### src/rtl/serial_byte_receiver_if.sv
// Word delivery bus between the serial receiver and its consumer.
// The receiver (master) presents a completed word with a valid flag; the
// consumer (slave) takes it by raising wordAck on any clock edge where
// wordValid is high.
interface serial_byte_receiver_if #(
  parameter int DATA_W = 8
) ();
  logic [DATA_W-1:0] wordOut;
  logic              wordValid;
  logic              wordAck;

  modport master (
    output wordOut,
    output wordValid,
    input  wordAck
  );

  modport slave (
    input  wordOut,
    input  wordValid,
    output wordAck
  );
endinterface

### src/rtl/serial_byte_receiver.sv
// serial_byte_receiver
// Receive side of the three-wire inter-station link (data, link clock,
// readyToTransmit). The remote link clock, data and ready lines are
// synchronised into the local clk domain, bits are shifted in MSB first on
// each synchronised link-clock rising edge, and each completed word is
// handed to the consumer through a one-entry holding register with a
// valid/ack handshake.
// Optional feature macro: PARITY_CHECK_EN -- adds a trailing even-parity bit
// to every frame; a word is only delivered when its parity matches.
module serial_byte_receiver #(
  parameter int DATA_W      = 8,
  parameter int SYNC_STAGES = 2
) (
  input  logic                   clk,
  input  logic                   rst,
  input  logic                   serClk,
  input  logic                   serData,
  input  logic                   serReady,
  serial_byte_receiver_if.master word_bus,
  output logic                   busy,
  output logic [2:0]             bitCount,
  output logic                   overrun,
  output logic                   frameErr
);

`ifdef PARITY_CHECK_EN
  localparam int FRAME_BITS = DATA_W + 1;
`else
  localparam int FRAME_BITS = DATA_W;
`endif
  localparam int CNT_W = ($clog2(FRAME_BITS + 1) > 3) ? $clog2(FRAME_BITS + 1) : 3;
  localparam logic [CNT_W-1:0] LAST_BIT = CNT_W'(FRAME_BITS - 1);

  typedef enum logic [1:0] {
    ST_IDLE,
    ST_SHIFT,
    ST_WAIT
  } state_t;

  state_t                 state_q, state_d;
  logic [SYNC_STAGES-1:0] clk_sync_q, clk_sync_d;
  logic [SYNC_STAGES-1:0] data_sync_q, data_sync_d;
  logic [SYNC_STAGES-1:0] rdy_sync_q, rdy_sync_d;
  logic                   s_clk_prev_q, s_clk_prev_d;
  logic                   s_rdy_prev_q, s_rdy_prev_d;
  logic [DATA_W-1:0]      shreg_q, shreg_d;
  logic [CNT_W-1:0]       cnt_q, cnt_d;
  logic [DATA_W-1:0]      word_q, word_d;
  logic                   valid_q, valid_d;
  logic                   overrun_q, overrun_d;
  logic                   frame_err_q, frame_err_d;

  logic                   s_clk, s_data, s_rdy;
  logic                   clk_rise, rdy_rise;
  logic                   load_en;
  logic [DATA_W-1:0]      load_word;

  assign s_clk    = clk_sync_q[SYNC_STAGES-1];
  assign s_data   = data_sync_q[SYNC_STAGES-1];
  assign s_rdy    = rdy_sync_q[SYNC_STAGES-1];
  assign clk_rise = s_clk & ~s_clk_prev_q;
  assign rdy_rise = s_rdy & ~s_rdy_prev_q;

  // Shift the asynchronous link lines through their synchroniser chains and keep the previous synchronised levels for edge detection
  always_comb begin
    clk_sync_d   = {clk_sync_q[SYNC_STAGES-2:0], serClk};
    data_sync_d  = {data_sync_q[SYNC_STAGES-2:0], serData};
    rdy_sync_d   = {rdy_sync_q[SYNC_STAGES-2:0], serReady};
    s_clk_prev_d = s_clk;
    s_rdy_prev_d = s_rdy;
  end

  // Frame FSM: wait for ready to rise, shift bits on each link-clock edge, then hold off until ready drops again
  always_comb begin
    state_d     = state_q;
    shreg_d     = shreg_q;
    cnt_d       = cnt_q;
    frame_err_d = 1'b0;
    load_en     = 1'b0;
    load_word   = shreg_q;
    case (state_q)
      ST_IDLE: begin
        if (rdy_rise) begin
          state_d = ST_SHIFT;
          cnt_d   = '0;
          shreg_d = '0;
        end
      end
      ST_SHIFT: begin
        if (clk_rise) begin
          if (cnt_q == LAST_BIT) begin
            cnt_d   = '0;
            state_d = ST_WAIT;
`ifdef PARITY_CHECK_EN
            if ((^shreg_q) == s_data) begin
              load_en   = 1'b1;
              load_word = shreg_q;
            end else begin
              frame_err_d = 1'b1;
            end
`else
            load_en   = 1'b1;
            load_word = {shreg_q[DATA_W-2:0], s_data};
`endif
          end else begin
            shreg_d = {shreg_q[DATA_W-2:0], s_data};
            cnt_d   = cnt_q + CNT_W'(1);
            if (!s_rdy) begin
              frame_err_d = 1'b1;
              cnt_d       = '0;
              state_d     = ST_IDLE;
            end
          end
        end else if (!s_rdy) begin
          frame_err_d = 1'b1;
          cnt_d       = '0;
          state_d     = ST_IDLE;
        end
      end
      ST_WAIT: begin
        if (!s_rdy) begin
          state_d = ST_IDLE;
        end
      end
      default: begin
        state_d = ST_IDLE;
      end
    endcase
  end

  // Holding register: a new word always wins over an ack; loading over an unacked word latches the sticky overrun flag
  always_comb begin
    word_d    = word_q;
    valid_d   = valid_q;
    overrun_d = overrun_q;
    if (load_en) begin
      word_d  = load_word;
      valid_d = 1'b1;
      if (valid_q && !word_bus.wordAck) begin
        overrun_d = 1'b1;
      end
    end else if (valid_q && word_bus.wordAck) begin
      valid_d = 1'b0;
    end
  end

  // All state registers with synchronous active-low reset
  always_ff @(posedge clk) begin
    if (!rst) begin
      state_q      <= ST_IDLE;
      clk_sync_q   <= '0;
      data_sync_q  <= '0;
      rdy_sync_q   <= '0;
      s_clk_prev_q <= 1'b0;
      s_rdy_prev_q <= 1'b0;
      shreg_q      <= '0;
      cnt_q        <= '0;
      word_q       <= '0;
      valid_q      <= 1'b0;
      overrun_q    <= 1'b0;
      frame_err_q  <= 1'b0;
    end else begin
      state_q      <= state_d;
      clk_sync_q   <= clk_sync_d;
      data_sync_q  <= data_sync_d;
      rdy_sync_q   <= rdy_sync_d;
      s_clk_prev_q <= s_clk_prev_d;
      s_rdy_prev_q <= s_rdy_prev_d;
      shreg_q      <= shreg_d;
      cnt_q        <= cnt_d;
      word_q       <= word_d;
      valid_q      <= valid_d;
      overrun_q    <= overrun_d;
      frame_err_q  <= frame_err_d;
    end
  end

  assign word_bus.wordOut   = word_q;
  assign word_bus.wordValid = valid_q;
  assign busy               = (state_q == ST_SHIFT);
  assign bitCount           = cnt_q[2:0];
  assign overrun            = overrun_q;
  assign frameErr           = frame_err_q;

endmodule
### src/flat_wrapper.sv
// flat-port wrapper written by rule: the top's interface ports become plain ports
module serial_byte_receiver_flat 
#(
  parameter int DATA_W      = 8,
  parameter int SYNC_STAGES = 2
)
  (clk, rst, serClk, serData, serReady, busy, bitCount, overrun, frameErr, word_bus_wordOut, word_bus_wordValid, word_bus_wordAck);
  serial_byte_receiver_if #(.DATA_W(DATA_W)) word_bus_i ();
  input  logic clk;
  input  logic rst;
  input  logic serClk;
  input  logic serData;
  input  logic serReady;
  output logic busy;
  output logic [2:0] bitCount;
  output logic overrun;
  output logic frameErr;
  output wire logic [$bits(word_bus_i.wordOut)-1:0] word_bus_wordOut;
  output wire logic [$bits(word_bus_i.wordValid)-1:0] word_bus_wordValid;
  input wire logic [$bits(word_bus_i.wordAck)-1:0] word_bus_wordAck;
  assign word_bus_wordOut = word_bus_i.wordOut;
  assign word_bus_wordValid = word_bus_i.wordValid;
  assign word_bus_i.wordAck = word_bus_wordAck;
  serial_byte_receiver #(.DATA_W(DATA_W), .SYNC_STAGES(SYNC_STAGES)) u_core (.clk(clk), .rst(rst), .serClk(serClk), .serData(serData), .serReady(serReady), .word_bus(word_bus_i), .busy(busy), .bitCount(bitCount), .overrun(overrun), .frameErr(frameErr));
endmodule
### config.mk
export PLATFORM = sky130hd
export DESIGN_NAME = serial_byte_receiver_flat
export DESIGN_NICKNAME = d
export VERILOG_FILES = /design/src/rtl/serial_byte_receiver_if.sv /design/src/rtl/serial_byte_receiver.sv /design/src/flat_wrapper.sv
export SDC_FILE = /design/constraint.sdc
export NUM_CORES = 1
export LEC_CHECK = 0
export CORE_ASPECT_RATIO = 1.1
export CORE_MARGIN = 2
export CORE_UTILIZATION = 54
export DETAILED_ROUTE_END_ITERATION = 10
export PLACE_DENSITY = 0.85
export SLEW_MARGIN = 20
export SYNTH_ARGS = -nofsm -noshare
export SYNTH_HDL_FRONTEND = slang
export SYNTH_SLANG_ARGS = --single-unit
### constraint.sdc
create_clock -name clk -period 3.35 [get_ports clk]
set_input_delay 1.005 -clock clk [delete_from_list [all_inputs] [get_ports clk]]
set_output_delay 1.005 -clock clk [all_outputs]
set_load 0.03 [all_outputs]
### Word level (Yosys, flattened, before mapping)

Cells that the tools add are included.
W data, S select, Z words.

| cells by class | value |
|---|---|
| add/subtract/negate cells | 1 |
| $mul | 0 |
| div/mod/pow operators | 0 |
| order comparisons | 0 |
| eq/ne operators | 7 |
| shifts and indexed selects | 0 |
| mux-type cells | 26 |
| bitwise operators | 4 |
| reduce and logical (&&, ||, !) cells | 10 |

Operators by type and width:

| operator | count |
|---|---|
| $mux W8 | 6 |
| $mux W4 | 5 |
| $pmux W8 S2 | 1 |
| $mux W1 | 8 |
| $mux W2 | 4 |
| $pmux W4 S2 | 1 |
| $pmux W2 S3 | 1 |
| $add A4 B1 Y4 const B | 1 |
| $eq A4 B3 Y1 const B | 1 |
| $ne A2 B1 Y1 const B | 2 |
| $reduce_and A2 Y1 | 2 |
| $reduce_and A4 Y1 | 1 |
| $reduce_bool A2 Y1 | 2 |
| $ne A3 B3 Y1 const B | 1 |
| $reduce_and A3 Y1 | 1 |
| $and A1 B1 Y1 | 2 |
| $eq A2 B1 Y1 const B | 1 |
| $eq A2 B2 Y1 const B | 1 |
| $logic_and A1 B1 Y1 | 2 |
| $logic_not A2 Y1 | 1 |
| $ne A2 B2 Y1 const B | 1 |
| $not A1 Y1 | 2 |
| $logic_not A1 Y1 | 1 |

| word-level totals | value |
|---|---|
| register bits | 33 |
| latch bits | 0 |
| RAM bits | 0 |
| ROM bits | 0 |
| input port bits | 6 |
| output and inout bits | 15 |
| memories kept | 0 |

### Depth between registers and ports, before layout

Gate-level depths: netlist of run 1.

| logic depth | value |
|---|---|
| depth after elaboration | 5 |
| gate-level depth with buffers | 6 |

### Worst setup path before layout of run 1

No wires, ideal clock.

| timing | value |
|---|---|
| path kind | register -> output |
| start point | reg u_core.state_q[1] |
| end point | out busy |
| arrival | 0.736 ns |
| data required time | 2.345 ns |
| slack | 1.609 ns |
| stages on the path, launching flop included | 3 |
| path buffers | 0 |
| cell sequence | dfxtp_1 > nand2b_1 > inv_1 |

| between the ends | value |
|---|---|
| word-level cells in the longest chain between the ends | 1 |

Ends and longest elaborated chain:

| element | line | text |
|---|---|---|
| from (decl) | serial_byte_receiver.sv:40 | `state_t state_q, state_d;` |
| from (signal assigned) | serial_byte_receiver.sv:163 | `state_q <= state_d;` |
| $eq A2 B1 Y1 | serial_byte_receiver.sv:180 | `assign busy = (state_q == ST_SHIFT);` |
| to (decl) | flat_wrapper.sv:14 | `output logic busy;` |

Every way passes these cells.

### Final worst setup path of run 1

| timing | value |
|---|---|
| start point | reg u_core.state_q[0] |
| end point | out busy |

Same word-level chain as after synthesis.

==> impl_metrics.tcl, run 1 <==
set metrics [dict create \
    area_delta_synth_final_pct 20.2 \
    min_period_ns 2.71 \
    synth.distinct_cells 28 \
    critPathMaxFanout 6 \
    p_comb_share_pct 3.8 \
    ir_worst_vdd_mv 0.356 \
    cts_resized 0 \
    avgSynthCellArea_um2 9.94 \
    syn_inst 126 \
    overflow 0 \
    crit_slowest_cell "clkdlybuf4s50_1" \
    clockRootBuffer "clkbuf_4" \
    drc 0 \
    multiInputGateArea_um2 547 \
    cp.required_ns 2.34 \
    post_cts_buffers 0 \
    power_frac_seq_pct 60.8 \
    clkSlewWorstSetupHoldPaths_ns 0.09 \
    tritoncts "done" \
    drt_iter0_drc 11 \
    tightest_slew_ns 1.04 \
    p_leak_nw 0.515 \
    htree_levels 2 \
    synth_edf_count 0 \
    rsz0062_at_grt "no" \
    grt_pass1_vias 899 \
    grt_max_degree 20 \
    status "finished clean" \
    clk_latency_ns 0.34 \
    syn_area_mm2 0.00125 \
    final_core_util_pct 67.5 \
    report.final.slew_viol_count 0 \
    worstSetupEndpointType "output pin" \
    swShare_pct 21.8 \
    cts_hold_buffers 0 \
    synth_seq_cells 32 \
    cp_cell_sequence "nand2b_1 > inv_1 > clkdlybuf4s50_1" \
    fp.dieArea_mm2 0.00272 \
    die_h_um 54.5 \
    cts_inserted_buffers 5 \
    yosysWarnings 0 \
    hpwlAfterDp_um 1570 \
    dr.pass1.iters 4 \
    ant_nets 0 \
    worstSetupPathType "flop to output pin" \
    fillers 179 \
    clkPwrFrac_pct 35.4 \
    routedWlPerCell_um 12.6 \
    maxCapViolCount 0 \
    grt_first_pass_wirelength_um 3870 \
    vias 914 \
    synth_flop_cell "dfxtp_1" \
    ys_seq_area_share_pct 51.1 \
    worstHoldPathType "flop to flop" \
    die_width_um 49.9 \
    slowest_delay_ns 0.69 \
    io_pins 21 \
    clock-sinks 32 \
    diodes 0 \
    drt-total-wl_um 2220 \
    rows 18 \
    gp_congestion 0.786 \
    vias_per_cell 5.19 \
    finalCritPeriodShare_pct 80.9 \
    antenna_found_initial 0 \
    layout-drive-gt1-share_pct 8.22 \
    p_int_uw 497 \
    setup_viol 0 \
    syn_nets 133 \
    ys_async_sr_fraction_pct 0 \
    max_slew_margin_pct 30.0 \
    fin_tns_setup_ns 0 \
    clock_path_buffers 2 \
    p_per_area_mw_per_mm2 423 \
    skew_ns 0.00791 \
    finalHoldViolCount 0 \
    fmax_mhz 369 \
    seq_area_um2 641 \
    cp.arrival_ns 1.70 \
    initial_core_util_pct 56.2 \
    port_buffers 20 \
    grt_usage_pct 19.9 \
    nets 152 \
    coreArea_mm2 0.00223 \
    start_kind "flop" \
    p_sw_uw 139 \
]
==> registers in the layout, indices dropped and copies added (netlist names) <==
signal                     count
u_core.clk_sync_q              2
u_core.cnt_q                   4
u_core.data_sync_q             2
u_core.frameErr                1
u_core.overrun                 1
u_core.rdy_sync_q              2
u_core.s_clk_prev_q            1
u_core.s_rdy_prev_q            1
u_core.shreg_q                 7
u_core.state_q                 2
u_core.word_bus.wordOut        8
u_core.word_bus.wordValid      1
==> worst max-delay path: cells and delay by family, from the launching register on <==
kind | cells | cell delay [ns]
buf+inv | 2 | 0.84
flops | 1 | 0.40
simple gates | 1 | 0.12
==> layout make-up <==
type / count / share of cell area, %
clock buffers: 6 / 3.41
clock inverters: 2 / 0.665
inverters: 3 / 0.748
multi-input cells: 82 / 36.3
flip-flops and latches: 32 / 42.6
well taps: 30 / 2.49
repair buffers: 21 / 13.8
==> synth_stat cells, types with 2 or more instances <==
cell      number  area [um^2]
clkbuf_1       3         11.3
nand2b_1       2         12.5
o21a_1         3         22.5
and3_1         2         12.5
nor2b_1       13         81.3
inv_1          2         7.51
nand3b_1       2         15.0
mux2i_1        9         90.1
and2_1         9         56.3
dfxtp_1       32          641
nand2_1        7         26.3
nor2_1         2         7.51
a21boi_0       8         60.1
buf_4          5         37.5
nand3_1       12         60.1
o21ai_0        3         15.0
==> placed cells by master (no fill, tap or decap), types with 3 or more instances in the layout <==
master	n
dfxtp_1	32
clkdlybuf4s50_1	20
nor2b_1	13
nand3_1	12
and2_1	9
mux2i_1	9
a21boi_0	8
nand2_1	7
clkbuf_4	5
o21ai_0	3
o21a_1	3
==> final timing paths <==
| check | startpoint | to | slack [ns] | depth (start not counted) |
|---|---|---|---|---|
| max reg2reg | u_core.cnt_q[0]$_SDFFE_PN0P_ | u_core.word_bus.wordOut[4]$_SDFFE_PN0P_ | 1.34 | 5 |
| min | u_core.clk_sync_q[0]$_SDFF_PN0_ | u_core.clk_sync_q[1]$_SDFF_PN0_ | 0.44 | 1 |
| max | u_core.state_q[0]$_SDFFE_PN0P_ | busy | 0.64 | 3 |
| min reg2reg | u_core.clk_sync_q[0]$_SDFF_PN0_ | u_core.clk_sync_q[1]$_SDFF_PN0_ | 0.44 | 1 |
==> cells by family (layout without fill, tap and decap cells) <==
kind of cell	after synthesis	in the layout	share of synthesized area (%)
buffers and inverters	12	32	5.19
adders and majority gates	1	1	0.999
DFF	32	32	51.1
muxes	9	9	7.19
AOI/OAI and AO/OA	18	18	10.1
and+or+nand+nor	54	54	25.4
==> per-layer routing <==
layer	track usage [%]	routed length [um]	part of all wire [%]	up-vias
met2	33.6	1070	48	21
met4	13.4	75	3.4	0
met3	8.20	123	5.6	8
met1	20.8	946	43	418
met5	0	0	0	-
li1	-	-	-	467
==> metrics by stage <==
step,hold WS (ns),cell area [um^2],setup slack (ns),std cells,power [mW]
2_1_floorplan,0.412,1250,1.61,126,0.410
3_3_place_gp,0.416,1440,1.05,168,0.419
3_5_place_dp,0.425,1440,1.01,168,0.420
4_1_cts,0.441,1510,0.632,176,0.646
5_1_grt,0.452,1510,0.504,176,0.669
6_report,0.439,1510,0.641,176,0.637
==> power groups by stage <==
stage	clock [mW]	sequential (mW)	combinational, mW
floorplan	0	0.396	0.0142
global placement	0	0.396	0.0233
detailed placement	0	0.396	0.0240
CTS	0.235	0.387	0.0240
global route	0.255	0.388	0.0263
finish	0.226	0.387	0.0239
No activity file was read; power rests on OpenSTA's default activity.
==> run 2: changes to the inputs <==
--- a/config.mk
+++ b/config.mk
@@ -7,9 +7,9 @@
 export LEC_CHECK = 0
 export CORE_ASPECT_RATIO = 1.1
 export CORE_MARGIN = 2
-export CORE_UTILIZATION = 54
+export CORE_UTILIZATION = 51
 export DETAILED_ROUTE_END_ITERATION = 10
-export PLACE_DENSITY = 0.85
+export PLACE_DENSITY = 0.81
 export SLEW_MARGIN = 20
 export SYNTH_ARGS = -nofsm -noshare
 export SYNTH_HDL_FRONTEND = slang
==> constraint.sdc (replaced) <==
create_clock -name clk -period 2.7 [get_ports clk]
set_input_delay 0.81 -clock clk [delete_from_list [all_inputs] [get_ports clk]]
set_output_delay 0.81 -clock clk [all_outputs]
set_load 0.03 [all_outputs]
==> impl_metrics.tcl, run 2 (synthesis gave the netlist of run 1 again) <==
set metrics [dict create \
    status "finished clean" \
    startpoint "u_core.state_q[0]$_SDFFE_PN0P_" \
    post_cts_buffers 0 \
    rows 18 \
    worstSetupEndpointType "output pin" \
    hpwlAfterDp_um 1530 \
    ant_nets 0 \
    reg2reg_to "u_core.word_bus.wordOut[2]$_SDFFE_PN0P_" \
    drt-total-wl_um 2150 \
    seq_area_um2 641 \
    worst-path-buf-inv 2 \
    nets 153 \
    fillers 192 \
    area_delta_synth_final_pct 22.0 \
    multiInputGateArea_um2 547 \
    coreArea_mm2 0.00230 \
    worstHoldPathType "flop to flop" \
    cts_inserted_buffers 5 \
    holdCritStartpoint "u_core.rdy_sync_q[0]$_SDFF_PN0_" \
    layout-drive-gt1-share_pct 8.16 \
    skew_ns 0.00891 \
    maxCapViolCount 0 \
    vias 914 \
    cp.arrival_ns 1.69 \
    routedWlPerCell_um 12.2 \
    final_cell_mix "dfxtp_1, clkdlybuf4s50_1, nor2b_1" \
    hold_depth 1 \
    stdcell_area_mm2 0.00153 \
    largest_register_ffs 8 \
    port_buffers 20 \
    drc 0 \
    setup_ws_ns 0.201 \
    drt_iter0_drc 9 \
    clkSlewWorstSetupHoldPaths_ns 0.10 \
    power_uw 856 \
    cts_hold_buffers 0 \
    start_kind "flop" \
    grt_max_degree 18 \
    slowest_delay_ns 0.69 \
    clockRootBuffer "clkbuf_4" \
    die_h_um 56.0 \
    clock-sinks 32 \
    grt_first_pass_wirelength_um 3910 \
    rr_worst_depth 6 \
    rsz0062_at_grt "no" \
    cts_resized 0 \
    p_leak_nw 0.525 \
    crit_slowest_cell "clkdlybuf4s50_1" \
    critPathMaxFanout 6 \
    p_per_area_mw_per_mm2 560 \
    overflow 0 \
    dp_worst_setup_slack_ns 0.530 \
    die_width_um 51.3 \
    report.final.slew_viol_count 0 \
    cp.required_ns 1.89 \
    worstSetupPathType "flop to output pin" \
    grt_pass1_vias 948 \
    ir_worst_vdd_mv 0.390 \
    cp_cell_sequence "nand2b_1 > inv_1 > clkdlybuf4s50_1" \
    io_pins 21 \
    initial_core_util_pct 54.5 \
    place_area_mm2 0.00145 \
    clock_path_buffers 2 \
    max_slew_margin_pct 64.9 \
    clk_latency_ns 0.32 \
    grt_usage_pct 18.1 \
    gp_congestion 0.753 \
    tritoncts "done" \
    diodes 0 \
    final_common_cell "dfxtp_1" \
    antenna_found_initial 0 \
    min_period_ns 2.50 \
    htree_levels 2 \
    finalHoldViolCount 0 \
    fp.dieArea_mm2 0.00287 \
    tightest_slew_ns 0.524 \
    finalCritPeriodShare_pct 92.5 \
    final_core_util_pct 66.5 \
    fmax_mhz 400 \
    hold_end "u_core.rdy_sync_q[1]$_SDFF_PN0_" \
    path_delay_family "buffers and inverters" \
    dr.pass1.iters 2 \
    fin_tns_setup_ns 0 \
    rr_startpoint "u_core.cnt_q[0]$_SDFFE_PN0P_" \
    vias_per_cell 5.16 \
    reg2reg_setup_slack_ns 0.82 \
    setup_viol 0 \
]
[run 2: cell count changes in the layout (fill, tap and decap cells not counted)]
cell,previous run,this run
clkinv_2,2,1
bufinv_16,0,1
clkbuf_1,0,1
clkbuf_8,1,0
buf_4,1,2
[run 2: worst max-delay path by stage]
stage | end | slack [ns] | cells past startpoint
4_1_cts | busy | 0.20 | 3
5_1_grt | busy | 0.07 | 3
2_1_floorplan | busy | 1.15 | 2
3_3_place_gp | busy | 0.60 | 3
6_report | busy | 0.20 | 3
3_5_place_dp | u_core.state_q[0]$_SDFFE_PN0P_ | 0.53 | 4
[run 2: power by group]
| group | leakage, nW | switching, mW | total [mW] | internal, mW |
|---|---|---|---|---|
| clock | 0.0422 | 0.152 | 0.346 | 0.194 |
| combinational | 0.224 | 0.0133 | 0.0297 | 0.0164 |
| sequential | 0.259 | 0.00290 | 0.480 | 0.477 |
| total | 0.525 | 0.168 | 0.856 | 0.688 |
[run 2: metrics by stage]
step / std cells / hold WS (ns)
floorplan: 126 / 0.412
global placement: 169 / 0.415
detailed placement: 169 / 0.420
CTS: 177 / 0.445
global route: 177 / 0.459
finish: 177 / 0.445
[run 2: layout make-up]
cell class	count	share of cell area [%]
Sequential cell	32	41.9
Multi-Input combinational cell	82	35.8
Timing Repair Buffer	22	14.1
Clock inverter	2	2.29
Inverter	3	0.737
Clock buffer	6	2.70
Tap cell	30	2.46
[run 2: per-layer routing]
metal	GRT usage, %	part of all wire, %	vias up	routed length, um
met5	0	0	-	0
met4	7.52	1.3	0	28
met3	7.26	4.4	4	95
met2	30.4	49	22	1050
met1	20.0	46	422	982
li1	-	-	466	-
[run 2: worst register-to-register path: stages (launching register included)]
cell	delay (ns)
dfxtp_1	0.41
ha_1	0.24
nand3b_1	0.17
nor3_2	0.44
buf_4	0.27
mux2i_1	0.20
nor2b_1	0.07
